[config.mk]
export PLATFORM = sky130hd
export DESIGN_NAME = mbus_fabric_flat
export DESIGN_NICKNAME = d
export VERILOG_FILES = /design/src/rtl/mbus_pkg.sv /design/src/rtl/mbus_fabric_if.sv /design/src/rtl/mbus_addr_dec.sv /design/src/rtl/mbus_fabric.sv /design/src/flat_wrapper.sv
export SDC_FILE = /design/constraint.sdc
export NUM_CORES = 1
export LEC_CHECK = 0
export ABC_AREA = 0
export BUFFER_PORTS_ARGS = -buffer_cell sky130_fd_sc_hd__buf_2
export CAP_MARGIN = 0
export CORE_MARGIN = 1.5
export CORE_UTILIZATION = 23
export DETAILED_ROUTE_END_ITERATION = 8
export GPL_ROUTABILITY_DRIVEN = 0
export PLACE_DENSITY = 0.55
export SLEW_MARGIN = 20
export SYNTH_ARGS = -nofsm -noshare
export SYNTH_HDL_FRONTEND = slang
export SYNTH_HIERARCHICAL = 1
export SYNTH_SLANG_ARGS = --single-unit
[constraint.sdc]
create_clock -name clk -period 4.5 [get_ports clk]
set_clock_uncertainty 0.2 [all_clocks]
set_input_delay 0 -clock clk [delete_from_list [all_inputs] [get_ports clk]]
set_output_delay 0 -clock clk [all_outputs]
set_load 0.01 [all_outputs]
[src/rtl/mbus_pkg.sv]
// Shared definitions for the memory-bus fabric: FSM state encoding and the
// 4-bit region field that selects a slave from addr[15:12].
package mbus_pkg;

  localparam int REGION_W = 4;

  localparam logic [1:0] ST_IDLE   = 2'd0;
  localparam logic [1:0] ST_ACCESS = 2'd1;
  localparam logic [1:0] ST_RESP   = 2'd2;

  // Identity map: slave k answers region k (up to 16 slaves).
  localparam logic [63:0] DEFAULT_REGIONS = 64'hFEDC_BA98_7654_3210;

endpackage

[src/rtl/mbus_fabric_if.sv]
// Memory-bus bundle between one master, the fabric and NSLV slaves.
interface mbus_fabric_if #(
  parameter int WIDTH = 32,
  parameter int NSLV  = 8
);
  logic                  m_req;
  logic [WIDTH-1:0]      m_addr;
  logic [WIDTH-1:0]      m_wdata;
  logic                  m_wen;
  logic [WIDTH-1:0]      m_rdata;
  logic                  m_ready;
  logic                  m_err;

  logic [NSLV-1:0]       s_cs;
  logic [WIDTH-1:0]      s_addr;
  logic [WIDTH-1:0]      s_wdata;
  logic                  s_wen;
  logic [NSLV*WIDTH-1:0] s_rdata;
  logic [NSLV-1:0]       s_ready;

  modport master (output m_req, m_addr, m_wdata, m_wen,
                  input  m_rdata, m_ready, m_err);

  modport slave  (input  s_cs, s_addr, s_wdata, s_wen,
                  output s_rdata, s_ready);

  modport fabric (input  m_req, m_addr, m_wdata, m_wen,
                  output m_rdata, m_ready, m_err,
                  output s_cs, s_addr, s_wdata, s_wen,
                  input  s_rdata, s_ready);
endinterface

[src/rtl/mbus_addr_dec.sv]
// Combinational address decoder: upper address bits -> one-hot slave select.
// Overlapping regions resolve to the lowest-numbered slave.
module mbus_addr_dec import mbus_pkg::*; #(
  parameter int WIDTH = 32,
  parameter int NSLV  = 8,
  parameter logic [NSLV*REGION_W-1:0] SLV_REGION = DEFAULT_REGIONS[NSLV*REGION_W-1:0]
) (
  input  logic [WIDTH-13:0] addr_hi,
  output logic [NSLV-1:0]   sel,
  output logic              hit
);

  // Walk from the top so the lowest matching index is written last.
  always_comb begin
    sel = '0;
    for (int k = NSLV - 1; k >= 0; k--) begin
      if (addr_hi[WIDTH-13:REGION_W] == '0 &&
          addr_hi[REGION_W-1:0] == SLV_REGION[k*REGION_W +: REGION_W]) begin
        sel    = '0;
        sel[k] = 1'b1;
      end
    end
  end

  assign hit = |sel;

endmodule

[src/rtl/mbus_fabric.sv]
// Single-master memory-bus fabric: decodes the request, holds the selected
// slave until it is ready or the wait budget runs out, then returns one strobe.
module mbus_fabric import mbus_pkg::*; #(
  parameter int WIDTH = 32,
  parameter int NSLV  = 8,
  parameter logic [NSLV*REGION_W-1:0] SLV_REGION = DEFAULT_REGIONS[NSLV*REGION_W-1:0],
  parameter int TIMEOUT = 15
) (
  input  logic              clk,
  input  logic              reset,
  mbus_fabric_if.fabric     bus,
  output logic [15:0]       err_cnt,
  output logic [WIDTH-1:0]  err_addr
);

  localparam logic [7:0] TIMEOUT_C = 8'(TIMEOUT);

  function automatic logic [15:0] sat_inc(input logic [15:0] v);
    return (v == 16'hFFFF) ? v : v + 16'd1;
  endfunction

  logic [1:0]       state;
  logic [NSLV-1:0]  sel_q;
  logic [NSLV-1:0]  dec_sel;
  logic             dec_hit;
  logic [WIDTH-1:0] addr_q;
  logic [WIDTH-1:0] wdata_q;
  logic             wen_q;
  logic [WIDTH-1:0] rdata_q;
  logic             err_q;
  logic [7:0]       wait_cnt;
  logic [WIDTH-1:0] sel_rdata;
  logic             sel_ready;

  mbus_addr_dec #(
    .WIDTH      (WIDTH),
    .NSLV       (NSLV),
    .SLV_REGION (SLV_REGION)
  ) u_dec (
    .addr_hi (bus.m_addr[WIDTH-1:12]),
    .sel     (dec_sel),
    .hit     (dec_hit)
  );

  // Read mux and ready qualifier only look at the latched selection.
  always_comb begin
    sel_rdata = '0;
    for (int k = 0; k < NSLV; k++) begin
      if (sel_q[k]) sel_rdata = sel_rdata | bus.s_rdata[k*WIDTH +: WIDTH];
    end
  end

  assign sel_ready = |(bus.s_ready & sel_q);

  always_ff @(posedge clk or posedge reset) begin
    if (reset) begin
      state    <= ST_IDLE;
      sel_q    <= '0;
      addr_q   <= '0;
      wdata_q  <= '0;
      wen_q    <= 1'b0;
      rdata_q  <= '0;
      err_q    <= 1'b0;
      wait_cnt <= '0;
      err_cnt  <= '0;
      err_addr <= '0;
    end else begin
      err_q <= 1'b0;
      case (state)
        ST_IDLE: begin
          if (bus.m_req) begin
            addr_q   <= bus.m_addr;
            wdata_q  <= bus.m_wdata;
            wen_q    <= bus.m_wen;
            sel_q    <= dec_sel;
            wait_cnt <= '0;
            if (dec_hit) begin
              state <= ST_ACCESS;
            end else begin
              state    <= ST_RESP;
              err_q    <= 1'b1;
              rdata_q  <= '0;
              err_cnt  <= sat_inc(err_cnt);
              err_addr <= bus.m_addr;
            end
          end
        end
        ST_ACCESS: begin
          if (sel_ready) begin
            state   <= ST_RESP;
            rdata_q <= wen_q ? '0 : sel_rdata;
          end else if (wait_cnt == TIMEOUT_C) begin
            state    <= ST_RESP;
            err_q    <= 1'b1;
            rdata_q  <= '0;
            err_cnt  <= sat_inc(err_cnt);
            err_addr <= addr_q;
          end else begin
            wait_cnt <= wait_cnt + 8'd1;
          end
        end
        ST_RESP: state <= ST_IDLE;
        default: state <= ST_IDLE;
      endcase
    end
  end

  // Selects decode straight from state so an async reset drops them at once.
  assign bus.s_cs    = (state == ST_ACCESS) ? sel_q : '0;
  assign bus.s_wen   = (state == ST_ACCESS) && wen_q;
  assign bus.s_addr  = addr_q;
  assign bus.s_wdata = wdata_q;
  assign bus.m_ready = (state == ST_RESP);
  assign bus.m_rdata = rdata_q;
  assign bus.m_err   = err_q;

endmodule
[src/flat_wrapper.sv]
// flat-port wrapper written by rule: the top's interface ports become plain ports
module mbus_fabric_flat import mbus_pkg::*;
#(
  parameter int WIDTH = 32,
  parameter int NSLV  = 8,
  parameter logic [NSLV*REGION_W-1:0] SLV_REGION = DEFAULT_REGIONS[NSLV*REGION_W-1:0],
  parameter int TIMEOUT = 15
)
  (clk, reset, err_cnt, err_addr, bus_m_req, bus_m_addr, bus_m_wdata, bus_m_wen, bus_m_rdata, bus_m_ready, bus_m_err, bus_s_cs, bus_s_addr, bus_s_wdata, bus_s_wen, bus_s_rdata, bus_s_ready);
  mbus_fabric_if #(.WIDTH(WIDTH), .NSLV(NSLV)) bus_i ();
  input  logic clk;
  input  logic reset;
  output logic [15:0] err_cnt;
  output logic [WIDTH-1:0] err_addr;
  input wire logic [$bits(bus_i.m_req)-1:0] bus_m_req;
  input wire logic [$bits(bus_i.m_addr)-1:0] bus_m_addr;
  input wire logic [$bits(bus_i.m_wdata)-1:0] bus_m_wdata;
  input wire logic [$bits(bus_i.m_wen)-1:0] bus_m_wen;
  output wire logic [$bits(bus_i.m_rdata)-1:0] bus_m_rdata;
  output wire logic [$bits(bus_i.m_ready)-1:0] bus_m_ready;
  output wire logic [$bits(bus_i.m_err)-1:0] bus_m_err;
  output wire logic [$bits(bus_i.s_cs)-1:0] bus_s_cs;
  output wire logic [$bits(bus_i.s_addr)-1:0] bus_s_addr;
  output wire logic [$bits(bus_i.s_wdata)-1:0] bus_s_wdata;
  output wire logic [$bits(bus_i.s_wen)-1:0] bus_s_wen;
  input wire logic [$bits(bus_i.s_rdata)-1:0] bus_s_rdata;
  input wire logic [$bits(bus_i.s_ready)-1:0] bus_s_ready;
  assign bus_i.m_req = bus_m_req;
  assign bus_i.m_addr = bus_m_addr;
  assign bus_i.m_wdata = bus_m_wdata;
  assign bus_i.m_wen = bus_m_wen;
  assign bus_m_rdata = bus_i.m_rdata;
  assign bus_m_ready = bus_i.m_ready;
  assign bus_m_err = bus_i.m_err;
  assign bus_s_cs = bus_i.s_cs;
  assign bus_s_addr = bus_i.s_addr;
  assign bus_s_wdata = bus_i.s_wdata;
  assign bus_s_wen = bus_i.s_wen;
  assign bus_i.s_rdata = bus_s_rdata;
  assign bus_i.s_ready = bus_s_ready;
  mbus_fabric #(.WIDTH(WIDTH), .NSLV(NSLV), .SLV_REGION(SLV_REGION), .TIMEOUT(TIMEOUT)) u_core (.clk(clk), .reset(reset), .bus(bus_i), .err_cnt(err_cnt), .err_addr(err_addr));
endmodule
==> results of run 1 <==
power groups by stage:
stage,clock [uW],combinational [uW],sequential [uW]
finish,1450,804,1770
global route,1570,886,1800
CTS,1500,812,1770
detailed placement,0,741,1790
global placement,0,734,1790
floorplan,0,251,1850
per-layer routing:
| layer | track usage [%] | part of all wire [%] | wire length, microns | vias up |
|---|---|---|---|---|
| met5 | 0 | 0.066 | 27 | - |
| met4 | 12.0 | 4.8 | 1980 | 4 |
| met3 | 5.69 | 7.9 | 3220 | 93 |
| met2 | 36.3 | 48 | 19800 | 483 |
| met1 | 24.9 | 39 | 16000 | 4677 |
| li1 | - | - | - | 4519 |
cell usage after synthesis (6+ instances only):
library cell,number
nand2_1,295
dfrtp_1,164
a22oi_1,128
clkbuf_1,41
nor2_1,40
nand4_1,38
a22o_1,33
a31oi_1,33
buf_2,15
nand3_1,12
and2_1,11
buf_1,10
nor4_1,8
xor2_1,8
inv_1,6
xnor2_1,6
through the flow:
step                worst slack [ns]  cells
floorplan                       2.22    920
global placement                1.49   1806
detailed placement              1.38   1806
CTS                            0.836   2001
global route                   0.718   2015
finish                         0.860   2016
state kept, by name (all words and copies together) (netlist names):
signal and cells:
u_core/state 2, u_core/wait_cnt 8, u_core/sel_q 8, u_core/bus.s_addr 32
u_core/bus.m_rdata 32, u_core/err_addr 32, u_core/err_cnt 16, u_core/bus.s_wdata 32
u_core/bus.m_err 1, u_core/wen_q 1
worst max-delay path: stages, from the launching register on:
cell and delay [ns]:
dfrtp_1 0.63, a22oi_4 0.30, dlygate4sd3_1 0.59, nand4_1 0.08, dlygate4sd3_1 0.60, a31oi_2 0.20, o22a_2 0.68, a22o_1 0.26
layout make-up:
cell class                 count  share of cell area [%]
antenna                       15                   0.281
clock buffer                  17                    3.18
clock inverter                13                    1.04
inverter                       6                   0.197
multi-input combinational    675                    28.8
sequential                   164                    30.7
tap                          461                    4.32
timing repair buffer         665                    31.5
worst max-delay path by stage:
stage,startpoint,endpoint,slack [ns],cells after the start
CTS,u_core/sel_q[4],u_core/bus.m_rdata[15],0.84,7
global placement,u_core/state[1],u_core/bus.m_rdata[19],1.49,4
global route,u_core/sel_q[4],u_core/bus.m_rdata[28],0.72,7
detailed placement,u_core/state[1],u_core/bus.m_rdata[28],1.38,4
floorplan,reset,u_core/bus.m_err,2.22,1
finish,u_core/sel_q[4],u_core/bus.m_rdata[18],0.86,7
kinds of logic (layout without fill, tap and decap cells):
group	Yosys count	after routing
muxes	3	3
xor gates and xnor gates	14	14
other	0	15
adders and majority gates	2	2
AOI/OAI and AO/OA	216	216
and+or+nand+nor	440	440
DFF	164	164
buffers and inverters	81	701
==> results by group, run 1 <==
Synthesis
  • Complex-gate fraction of the synthesized area: between 20 and 25%
  • Sequential area share after synthesis: 49.5%
  • Largest family of logic cells by synthesized area: simple AND/OR/NAND/NOR gates
  • Post-Synth Simple-Gate Area: 23.5%
  • Synth Register Bits: 164
  • Cell accounting for the most synthesized area: dfrtp_1
  • Number of synthesized flops with an enable pin: 0
  • Synth cell types: 48
  • Syn Inst Count: between 900 and 1000
  • Synth Warn #: 6
  • Yosys top cell area share: 49.5%
  • Synth Flop Type: dfrtp_1
  • Synth Net Count: 1254
  • Ranking of synthesized cells by area: dfrtp_1 49%, nand2_1 13%, a22oi_1 12%
  • Average size of a mapped cell: about 9.0 sq um
  • Synthesized area: approximately 0.0083 sq mm
  • Adder-Cell Fraction of Synth Area: less than 1%
  • Async SR Flop Fraction: 100%
  • Post-synthesis mux area share: 0.392%
  • Synth Area in XOR/XNOR: 1.48%

Drt
  • Antenna viol nets, final: 0
  • Iteration-0 DRC Markers: 527
  • Wire length per cell: 20.3 microns
  • DRC: 0
  • DR vias: 9776
  • Final WL: approximately 41 mm
  • Via density: 4.85
  • Pre-antenna DRT Iters: 5

Cells and area
  • Area Overhead vs Synth: 61.1%
  • Most frequent cells in the layout: 486 x buf_2, 295 x nand2_1, 165 x dlygate4sd3_1
  • Final #Nets: 1863
  • Proportion of layout cells with a drive suffix above 1: 36.0%
  • Filler cell count in the final layout: 3691
  • Register area: a little over 0.004 sq mm
  • Area occupied by multi-input gates: 0.00385 sq mm
  • Post-layout util: 37.6%
  • Finished layout cell area: 0.0134 sq mm
  • Commonest non-fill, non-tap cell in the layout: buf_2

Die
  • Starting Density: 23.3%
  • Row count: 69
  • Core area: ~0.036 sq mm
  • Io pins: 487
  • Die height: 193 microns
  • Die area: 0.0372 sq mm
  • Die Wd: about 190 microns

Clock network
  • Clk slew on worst S/H paths: 0.07 ns
  • Post-CTS Setup Inserts: 0
  • # H-tree levels: 4
  • Post-CTS Resized: 0
  • CTS tree: done
  • # hold bufs at CTS: 165
  • Clock latency on the worst-skew pair: 0.44 ns
  • CTS buffer count: 17
  • CTS max path bufs: 2
  • TritonCTS Sinks: 164
  • Root Driver: clkbuf_16

Pwr
  • Combinational group share of total power: approximately 20%
  • Internal power: 2780 uW
  • Pwr Density: ~300 mW/mm^2
  • NetSw: 1240 uW
  • Seq pwr share: ~44%
  • Peak supply drop: 240 uV
  • Final Total Pwr: approximately 4000 uW
  • Leak: 0.00669 uW
  • Sw frac: about 30%
  • Clock power share: 36.1%

Placement
  • Area after DPL: 0.0111 sq mm
  • Detailed placement HPWL: slightly below 30 mm
  • I/O Buffers: around 490

Critical path
  • Reg2Reg Capture Point: u_core/bus.m_rdata[18]
  • Reg2Reg Depth: 7
  • Critical path type: reg2reg
  • Critical path required time: around 4.7 ns
  • Setup crit end kind: flop
  • Startpoint types: flop
  • Worst EP arrival: 3.80 ns
  • Flop2flop setup slack: 0.86 ns
  • Critical R2R Launch: u_core/sel_q[4]
  • CP max FO: 33

STA
  • Final Max Slew Viols: 0
  • Crit share post-route: 80.9%
  • Final Hold Slack: 0.0684 ns
  • Setup TNS Final: 0 ns
  • Min Tclk post-route: 3.64 ns
  • Achievable Freq: 275 MHz
  • Final Hold Vio Count: 0
  • Slew of the pin with the lowest slew margin: 0.961 ns
  • RSZ-0062 raised after global routing: false
  • Endpoints failing setup: 0
  • Relative slew margins: approximately 36%

Global route
  • Vias in the first global route: 9571
  • GRT Total Usage: 21.6%
  • Total grt overflow: 0
  • Largest net degree at the start of global routing: between 100 and 150
  • Antenna violations before repair: 26
  • First-pass GRT wire length: 58.5 mm

Job
  • Max_cap viols: 0

Worst hold path
  • Class of the worst hold path: in2reg
  • Worst hold stages: 4
  • Hold endpoint: u_core/bus.s_wdata[4]
  • Hold_sp: bus_m_req

Status
  • Status: finished, final reports clean
(Power assumes the default switching activity.)
==> run 2: changes to the inputs <==
- ABC_AREA: 0 -> 1
- PLACE_DENSITY: 0.55 -> 0.53
- clock period: 4.5 -> 3.35 ns (I/O delays scaled with it)
==> results by group, run 2 <==
Die
  • Starting Density: 23.4% (+0.10 points)
  • Die area: 0.0407 sq mm (+9.5%)
  • Core area: 0.0388 sq mm (+9.2%)
  • Io pins: 487 (unchanged)
  • Die height: 202 microns (+4.6%)
  • Die Wd: 202 microns (+4.6%)
  • Row count: 72 (+4.3%)

STA
  • Final Hold Slack: 0.0123 ns (-0.0561 ns)
  • Relative slew margins: 40.2% (+4.4 points)
  • Crit share post-route: 97.0% (+16 points)
  • Final Hold Vio Count: 0 (unchanged)
  • Endpoints failing setup: 0 (unchanged)
  • Setup TNS Final: 0 ns (unchanged)
  • Final Max Slew Viols: 0 (unchanged)
  • Slew of the pin with the lowest slew margin: 0.895 ns (-0.0665 ns)
  • RSZ-0062 raised after global routing: false
  • Min Tclk post-route: 3.25 ns (-0.392 ns)
  • Achievable Freq: 308 MHz (+12%)

Cells and area
  • Final #Nets: 2123 (+14%)
  • Commonest non-fill, non-tap cell in the layout: buf_2
  • Proportion of layout cells with a drive suffix above 1: 32.3% (-3.7 points)
  • Post-layout util: 37.5% (-0.055 points)
  • Most frequent cells in the layout: 486 x buf_2, 323 x nand2_1, 198 x dlygate4sd3_1
  • Area Overhead vs Synth: 60.2%
  • Filler cell count in the final layout: 4058 (+9.9%)

Worst hold path
  • Hold endpoint: u_core/wait_cnt[1]
  • Worst hold stages: 8 (+4)
  • Hold_sp: bus_s_ready[0]
  • Class of the worst hold path: in2reg

Global route
  • Largest net degree at the start of global routing: 82 (-28%)
  • Total grt overflow: 0 (unchanged)
  • First-pass GRT wire length: 65.9 mm (+13%)
  • GRT Total Usage: 21.7% (+0.057 points)
  • Antenna violations before repair: 19 (-27%)
  • Vias in the first global route: 10800 (+13%)

Pwr
  • Seq pwr share: 29.9% (-14 points)
  • Internal power: 6140 uW (+120%)
  • Peak supply drop: 482 uV (+100%)
  • Leak: 0.00763 uW (+14%)
  • Combinational group share of total power: 51.4% (+31 points)
  • Pwr Density: 705 mW/mm^2 (+130%)
  • Sw frac: 40.2% (+9.3 points)
  • NetSw: 4130 uW (+230%)
  • Clock power share: 18.7% (-17 points)

Drt
  • Via density: 4.60 (-5.2%)
  • Antenna viol nets, final: 0 (unchanged)
  • DR vias: 10700 (+9.5%)
  • Pre-antenna DRT Iters: 5 (unchanged)
  • Iteration-0 DRC Markers: 588 (+12%)
  • DRC: 0 (unchanged)
  • Wire length per cell: 19.3 microns (-4.9%)
  • Final WL: 45.0 mm (+9.8%)

Synthesis
  • Synth cell types: 30 (-38%)
  • Most common cell in the netlist: nand2_1
  • Async SR Flop Fraction: 100% (unchanged)
  • Synth Warn #: 6 (unchanged)
  • Most frequent cells after synthesis: 324 x nand2_1, 164 x dfrtp_1, 143 x nor2_1, 128 x a22o_1, 94 x inv_1
  • Cell accounting for the most synthesized area: dfrtp_1
  • Average size of a mapped cell: 7.98 sq um (-11%)
  • Yosys top cell area share: 45.1% (-4.3 points)
  • Synth Net Count: 1473 (+17%)
  • Sequential area share after synthesis: 45.1% (-4.3 points)
  • Syn Inst Count: 1139 (+24%)
  • Synthesized area: 0.00909 sq mm (+9.6%)
  • Ranking of synthesized cells by area: dfrtp_1 45%, nand2_1 13%, a22o_1 12%
  • Synth Flop Type: dfrtp_1
  • Synth Register Bits: 164 (unchanged)
  • Number of synthesized flops with an enable pin: 0 (unchanged)

Critical path
  • Reg2Reg Depth: 9 (+2)
  • Flop2flop setup slack: 0.10 ns (-0.76 ns)
  • Worst EP arrival: 3.43 ns (-0.37 ns)
  • Startpoint types: flop
  • Setup crit end kind: flop
  • Critical path required time: 3.53 ns (-1.13 ns)
  • CP max FO: 33 (unchanged)
  • Critical path type: reg2reg
  • Reg2Reg Capture Point: u_core/bus.m_rdata[11]
  • Critical R2R Launch: u_core/sel_q[5]

Status
  • Status: finished, final reports clean

Clock network
  • # H-tree levels: 4 (unchanged)
  • CTS tree: done
  • Post-CTS Setup Inserts: 0 (unchanged)
  • CTS buffer count: 17 (unchanged)
  • CTS max path bufs: 2 (unchanged)
  • Clk slew on worst S/H paths: 0.07 ns (about the same)
  • Clock latency on the worst-skew pair: 0.44 ns (about the same)
  • Root Driver: clkbuf_16
  • TritonCTS Sinks: 164 (unchanged)

Placement
  • Detailed placement HPWL: 32.9 mm (+11%)
  • I/O Buffers: 486 (unchanged)

Job
  • Max_cap viols: 0 (unchanged)
-- run 2: cell count changes in the layout (fill, tap and decap cells not counted), sizes merged, moves of 31 or more --
cell,before,now
a22oi,132,0
nor2,41,148
a22o,33,128
o21ai,4,93
inv,13,99
a31oi,34,0
dlygate4sd3,165,198
nand2,295,326
-- run 2: cell type report --
class / count / area [sq um] / area share (%)
antenna: 9 / 22.5 / 0.155
clock buffer: 20 / 447 / 3.07
clock inverter: 10 / 101 / 0.696
inverter: 96 / 364 / 2.50
multi-input combinational: 810 / 4280 / 29.4
sequential: 164 / 4100 / 28.2
tap: 518 / 648 / 4.45
timing repair buffer: 700 / 4590 / 31.5
-- run 2: per-stage QoR --
stage	total power, uW	worst slack [ns]	instance area (sq um)	cells
2_1_floorplan	5660	1.07	9090	1139
3_3_place_gp	7380	1.08	12000	2090
3_5_place_dp	7440	1.06	12000	2090
4_1_cts	10300	0.0508	14500	2318
5_1_grt	10900	0.0239	14600	2326
6_report	10300	0.101	14600	2327
-- run 2: routing by layer --
| layer | track usage [%] | wire length (microns) |
|---|---|---|
| met1 | 23.8 | 17100 |
| met2 | 38.7 | 22600 |
| met3 | 5.37 | 3060 |
| met4 | 10.8 | 2210 |
| met5 | 0 | 31 |
-- run 2: what timing repair did --
item | 4_1_cts | 5_1_grt
hold buffers | 198 | 0
gates resized for setup | 0 | 2
setup endpoints to repair | 0 | 9
hold endpoints to repair | 168 | 0
-- run 2: cell families (layout without fill, tap and decap cells) --
kind of cell | count (synthesis) | in the layout | synth area share, %
flip-flops | 164 | 164 | 45.1
buffers and inverters | 165 | 826 | 7.89
other | 0 | 9 | 0
AND/OR/NAND/NOR | 520 | 520 | 22.6
AO/OA/AOI/OAI | 245 | 245 | 19.0
XOR/XNOR | 11 | 11 | 1.06
multiplexers | 32 | 32 | 3.96
adder cells (fa/ha/maj) | 2 | 2 | 0.275
-- run 2: worst max path at each step --
| stage | start | to | slack [ns] | depth (start not counted) |
|---|---|---|---|---|
| after global placement | u_core/state[0] | u_core/err_addr[26] | 1.08 | 7 |
| after CTS | u_core/sel_q[4] | u_core/bus.m_rdata[31] | 0.05 | 9 |
| final | u_core/sel_q[5] | u_core/bus.m_rdata[11] | 0.10 | 9 |
| after floorplan | reset | u_core/bus.m_err | 1.07 | 1 |
| after detailed placement | u_core/state[0] | u_core/err_addr[5] | 1.06 | 6 |
| after global routing | u_core/sel_q[5] | u_core/bus.m_rdata[30] | 0.02 | 9 |
-- run 2: critical path, stage by stage, from the launching register on --
cell and delay, ns:
dfrtp_1 0.36, buf_4 0.46, a22o_1 0.22, dlygate4sd3_1 0.55
nor2_1 0.05, dlygate4sd3_1 0.55, nand2_1 0.06, dlygate4sd3_1 0.56
nand2_1 0.05, nand2_1 0.10
-- run 2: power by group through the flow --
stage               Clock [uW]  Combinational, uW  Sequential, uW
floorplan                    0               2330            3330
global placement             0               4320            3070
detailed placement           0               4350            3090
CTS                       1990               5230            3070
global route              2060               5700            3160
finish                    1920               5280            3070
